$ cat config.mk
export PLATFORM = sky130hd
export DESIGN_NAME = pc_next_unit
export DESIGN_NICKNAME = d
export VERILOG_FILES = /design/src/rtl/mips_pkg.sv /design/src/rtl/pc_adder32.sv /design/src/rtl/pc_next_unit.sv
export SDC_FILE = /design/constraint.sdc
export NUM_CORES = 1
export LEC_CHECK = 0
export CORE_MARGIN = 2
export CORE_UTILIZATION = 45
export DETAILED_ROUTE_END_ITERATION = 8
export HOLD_SLACK_MARGIN = 0.03
export PLACE_DENSITY = 0.9
export SLEW_MARGIN = 10
export SYNTH_ARGS = -nofsm -noshare
export SYNTH_HDL_FRONTEND = slang
export SYNTH_SLANG_ARGS = --single-unit
$ cat constraint.sdc
create_clock -name clk -period 35.1 [get_ports clk]
set_input_delay 7.02 -clock clk [delete_from_list [all_inputs] [get_ports clk]]
set_output_delay 7.02 -clock clk [all_outputs]
set_load 0.1 [all_outputs]
$ cat src/rtl/mips_pkg.sv
// mips_pkg: shared datapath widths and PC constants
package mips_pkg;
  localparam int WORD_W = 32;
  localparam int IMM_W = 16;
  localparam logic [WORD_W-1:0] PC_INCR = 32'd4;
  localparam logic [WORD_W-1:0] PC_RESET = 32'h0000_0000;
endpackage

$ cat src/rtl/pc_adder32.sv
// pc_adder32: 32-bit ripple-carry adder built from full-adder cells
module pc_adder32
  import mips_pkg::*;
(
  input  logic [WORD_W-1:0] a,
  input  logic [WORD_W-1:0] b,
  input  logic              cin,
  output logic [WORD_W-1:0] sum,
  output logic              cout
);
  logic [WORD_W:0] c;
  assign c[0] = cin;
  for (genvar i = 0; i < WORD_W; i++) begin : g_fa
    assign sum[i] = a[i] ^ b[i] ^ c[i];
    assign c[i+1] = (a[i] & b[i]) | (c[i] & (a[i] ^ b[i]));
  end
  assign cout = c[WORD_W];
endmodule

$ cat src/rtl/pc_next_unit.sv
// pc_next_unit: registers PC+4 or the PC-relative branch target as the next PC
module pc_next_unit
  import mips_pkg::*;
#(
  parameter int WIDTH = 32,
  parameter int IMM_WIDTH = 16,
  parameter logic [WIDTH-1:0] PC_RESET = 32'h0000_0000
) (
  input  logic                 clk,
  input  logic                 rst,
  input  logic [WIDTH-1:0]     p_in,
  input  logic [IMM_WIDTH-1:0] instruct,
  input  logic                 control,
  output logic [WIDTH-1:0]     p_out
);
  logic [WIDTH-1:0] pc4, off, tgt, nxt;
  logic pc4_cout_unused, tgt_cout_unused;
  pc_adder32 u_pc4 (.a(p_in), .b(PC_INCR), .cin(1'b0), .sum(pc4), .cout(pc4_cout_unused));
  // sign-extend the word offset and scale to bytes; the top two extension bits fall off
  assign off = {{(WIDTH-IMM_WIDTH-2){instruct[IMM_WIDTH-1]}}, instruct, 2'b00};
  pc_adder32 u_tgt (.a(pc4), .b(off), .cin(1'b0), .sum(tgt), .cout(tgt_cout_unused));
  assign nxt = control ? tgt : pc4;
  always_ff @(posedge clk) p_out <= rst ? PC_RESET : nxt;
endmodule

# ---- Word level (Yosys, flattened, before mapping)
# Cells that the tools add are included.
dict set report word_totals {
  inputBits 51
  out_inout_bits 32
  word_cells 204
  reg_bits 32
}
dict set report op_classes {
  muxes 1
  n_bitwise 202
}
# operator n
set op_table {}
lappend op_table {{$xor 1x1->1} 88}
lappend op_table {{$and 1x1->1} 85}
lappend op_table {{$mux 32} 1}
lappend op_table {{$or 1x1->1} 28}
lappend op_table {{$not 1->1} 1}

# ---- Depth between registers and ports, before layout
dict set report logic_depth {
  depth_word 60
  depth_mapped 36
  ltp_nobuf 36
}

# ---- Modules after synthesis
# From an unflattened synthesis, not the netlist that was laid out.
dict set report hier_totals {
  hier_cells 189
  hier_area_um2 2527.4
}
# mod n_inst area_each_um2 cells_each seq_area_each_um2
set modules_own_cells {}
lappend modules_own_cells {pc_adder32 2 678.2 42 0.0}
lappend modules_own_cells {pc_next_unit 1 1171.1 105 640.6}

# ---- Least setup slack after synthesis
# Ideal clock, no wire load.
dict set report synth_path {
  path_type {input port to flip-flop}
  startpoint {in p_in[2]}
  endpoint {reg p_out[31]}
  path_stages 35
  setup_slack_ns 16.700
  required_ns 34.966
  setup_time_ns 0.134
  path_buffers 0
  t_arrival_ns 18.266
  cell_sequence {ha_1 -> inv_1 -> fa_1 -> fa_1 -> fa_1 -> fa_1 -> fa_1 -> fa_1 -> fa_1 -> fa_1 -> fa_1 -> fa_1 -> fa_1 -> fa_1 -> fa_1 -> fa_1 -> fa_1 -> fa_1 -> fa_1 -> fa_1 -> fa_1 -> fa_1 -> fa_1 -> fa_1 -> fa_1 -> fa_1 -> fa_1 -> inv_1 -> fa_1 -> inv_1 -> fa_1 -> fa_1 -> xnor2_1 -> nand3_1 -> nor3b_1}
}
dict set report synth_via {
  elab_chain_cells 60
  word_cells_on_any_way 174
  classes_between {1 x mux; 173 x bitwise}
}
# item line_no
set synth_rtl {}
lappend synth_rtl {{start, declared} pc_next_unit.sv:11} ;# input logic [WIDTH-1:0] p_in,
lappend synth_rtl {{$xor 1x1->1 or $not 1->1 (tied branches)} -}
lappend synth_rtl {{$xor 1x1->1 or $and 1x1->1 (tied branches)} pc_adder32.sv:15} ;# assign c[i+1] = (a[i] & b[i]) | (c[i] & (a[i] ^ b[i]));
lappend synth_rtl {{$and 1x1->1} pc_adder32.sv:15}
lappend synth_rtl {{$or 1x1->1} pc_adder32.sv:15}
lappend synth_rtl {{$and 1x1->1} pc_adder32.sv:15}
lappend synth_rtl {{$or 1x1->1} pc_adder32.sv:15}
lappend synth_rtl {{$and 1x1->1} pc_adder32.sv:15}
lappend synth_rtl {{$or 1x1->1} pc_adder32.sv:15}
lappend synth_rtl {{(+44 left out)} -}
lappend synth_rtl {{$and 1x1->1} pc_adder32.sv:15}
lappend synth_rtl {{$or 1x1->1} pc_adder32.sv:15}
lappend synth_rtl {{$and 1x1->1} pc_adder32.sv:15}
lappend synth_rtl {{$or 1x1->1} pc_adder32.sv:15}
lappend synth_rtl {{$and 1x1->1} pc_adder32.sv:15}
lappend synth_rtl {{$or 1x1->1} pc_adder32.sv:15}
lappend synth_rtl {{$xor 1x1->1} pc_adder32.sv:14} ;# assign sum[i] = a[i] ^ b[i] ^ c[i];
lappend synth_rtl {{$mux 32 *} pc_next_unit.sv:22} ;# assign nxt = control ? tgt : pc4;
lappend synth_rtl {{end signal, assigned} pc_next_unit.sv:23} ;# always_ff @(posedge clk) p_out <= rst ? PC_RESET : nxt;
lappend synth_rtl {{end, declared} pc_next_unit.sv:14} ;# output logic [WIDTH-1:0] p_out
# Every way passes the cells marked *; elsewhere a longest branch is shown, timed or not.
# A chain may end at the register's enable or synchronous reset.

# ---- Worst setup path after layout
# Ends and elaborated chain as after synthesis.

==> impl_metrics.py <==
metrics = {
    "synthesis": {
        "synth_seq_area_share": 0.276,
        "synth_nets": 317,
        "avgSynthCellArea_um2": 11.1,
        "synthFlopType": "dfxtp_1",
        "synth-seq-cells": 32,
        "synthesis.area_um2": 2320,
        "synthCells": 209,
        "synth_edf_count": 0,
        "synth_cell_type_count": 21,
        "async_reset_ff_frac": 0,
        "yosysWarnings": 0,
    },
    "route": {
        "drt_iter0_markers": 29,
        "postRouteAntennaNets": 0,
        "routed_wl_um": 4470,
        "vias": 1609,
        "vias_per_cell": 4.44,
        "firstDrtPassIters": 4,
        "drc": 0,
        "routedWlPerCell_um": 12.3,
    },
    "cts": {
        "cts.sinks": 32,
        "cts_max_level": 2,
        "post_cts_buffers": 0,
        "root_buffer": "clkbuf_8",
        "clkTransAtPathRegs_ns": 0.07,
        "holdBufCountCts": 0,
        "cts_tree": "done",
        "cts_max_path_buffers": 2,
        "ctsResizeCount": 0,
        "cts_buffers": 5,
    },
    "grt": {
        "grt_max_degree": 44,
        "grt_use_total": 0.172,
        "overflow": 0,
        "grt_pass1_wl_um": 7380,
        "grt_pass1_vias": 1743,
        "antenna_found_initial": 0,
    },
    "setup_path": {
        "worstPathRequired_ns": 35.25,
        "crit_type": "in -> reg",
        "cp_max_fo": 3,
        "critPathArrivalTime_ns": 19.30,
        "path_common_cell": "fa_1",
        "cp-end-kind": "register",
        "critical-path-slowest-cell": "clkdlybuf4s50_1",
        "start_kind": "input port",
        "max_stage_delay_ns": 0.45,
    },
    "timing": {
        "finalSetupTns_ns": 0,
        "whs_ns": 7.30,
        "rsz0062_at_grt": "false",
        "slew_viol_final": 0,
        "hold_violations": 0,
        "finalCriticalPeriod_ns": 19.15,
        "min_period_over_period": 0.545,
        "fin_ws_ns": 15.95,
        "relSlewSlack": 0.329,
        "worst_pin_slew_ns": 1.00,
        "setup_viol": 0,
        "clock.fmax_mhz": 52.2,
    },
    "place": {
        "dp.cells": 354,
        "portBuffers": 82,
        "dp_hpwl_um": 3740,
        "pre_cts_slack_ns": 15.67,
        "gp_congestion": 0.716,
    },
    "worst_hold_path": {
        "hp-class": "in -> reg",
    },
    "cells_and_area": {
        "regArea_um2": 641,
        "multi_input_area_um2": 1440,
        "nFillCells": 400,
        "reg_top3": "p_out (32)",
        "nNetsFinal": 399,
        "regMostFlops": "p_out",
        "postLayoutCoreUtil": 0.645,
        "num_antenna_cells": 0,
        "drive_above_1_share": 0.130,
        "mostFrequentLayoutCells": "81 x clkdlybuf4s50_1, 46 x inv_1, 32 x dfxtp_1, 29 x ha_1, 28 x fa_1",
        "largest_register_ffs": 32,
        "final_common_cell": "clkdlybuf4s50_1",
        "area_growth_pct": 40.2,
        "finalNonFillerCells": 362,
    },
    "floorplanning": {
        "num_rows": 26,
        "core-area_um2": 5040,
        "fp.dieW_um": 75.8,
        "die_h_um": 75.8,
        "dieArea_um2": 5750,
        "start_util": 0.460,
        "pin_count": 83,
    },
    "power_and_ir_drop": {
        "pwr-share-clk": 0.218,
        "combPwrFrac": 0.471,
        "cell_internal_pwr_mw": 0.0772,
        "share_seq_of_total_power": 0.310,
        "p_sw_mw": 0.0552,
        "peakVddDrop_mv": 0.0266,
        "pwr_density_cell_nw_per_um2": 40.7,
        "power_leakage_nw": 1.55,
        "swShare": 0.417,
    },
    "run_status": {
        "outcome": "finished, final reports clean",
    },
    "run": {
        "max_cap_violations": 0,
    },
}
[metrics by stage]
step	power, mW	instance area, µm²
6_report	0.132	3250
5_1_grt	0.140	3250
4_1_cts	0.135	3250
3_5_place_dp	0.105	3160
3_3_place_gp	0.103	3160
2_1_floorplan	0.0881	2320
[power by group through the flow]
stage	registers (mW)	logic [mW]	clock network (mW)
2_1_floorplan	0.0696	0.0185	0
3_3_place_gp	0.0418	0.0611	0
3_5_place_dp	0.0419	0.0629	0
4_1_cts	0.0411	0.0630	0.0304
5_1_grt	0.0415	0.0669	0.0318
6_report	0.0411	0.0624	0.0289
[Yosys cell counts (2+ instances only)]
cell | count | area [µm²]
dfxtp_1 | 32 | 641
buf_6 | 3 | 33.8
buf_2 | 2 | 10.0
mux2_4 | 12 | 180
nor2_1 | 18 | 67.6
fa_1 | 28 | 561
nor2b_1 | 2 | 12.5
a211oi_1 | 11 | 82.6
a21oi_1 | 2 | 10.0
mux2_2 | 4 | 45.0
nor2_2 | 12 | 75.1
ha_1 | 29 | 363
inv_1 | 46 | 173
[cells by family (layout without fill, tap and decap cells)]
| kind of cell | Yosys count | in the layout | synth area share |
|---|---|---|---|
| adders and majority gates | 57 | 57 | 0.398 |
| buffers and inverters | 54 | 137 | 0.105 |
| and+or+nand+nor | 34 | 34 | 0.0722 |
| DFF | 32 | 32 | 0.276 |
| muxes | 17 | 17 | 0.101 |
| AOI/OAI and AO/OA | 13 | 13 | 0.0399 |
| xor gates and xnor gates | 2 | 2 | 0.00755 |
[worst max-delay path, delay by kind of cell]
family | cells | cell delay (ns)
simple gates | 2 | 0.27
xor+xnor | 1 | 0.19
buf+inv | 4 | 0.63
fa+ha+maj | 29 | 11.18
[per-layer routing]
metal | up-vias | routed length, µm | GRT usage
li1 | 812 | - | -
met1 | 751 | 1710 | 0.189
met2 | 42 | 2470 | 0.320
met3 | 4 | 233 | 0.0370
met4 | 0 | 52 | 0.0663
met5 | - | 0 | 0
[layout make-up]
type,count,share of cell area
timing repair buffer,83,0.253
clock inverter,2,0.00308
clock buffer,6,0.0254
multi-input combinational,123,0.442
inverter,46,0.0531
tap,70,0.0269
sequential,32,0.197
[worst paths after layout]
path | start | end | slack [ns] | cells past startpoint
max | p_in[2] | p_out[31] | 15.95 | 36
min | p_in[1] | p_out[1] | 7.30 | 2
Note: power is estimated with default switching activity, not from simulation.
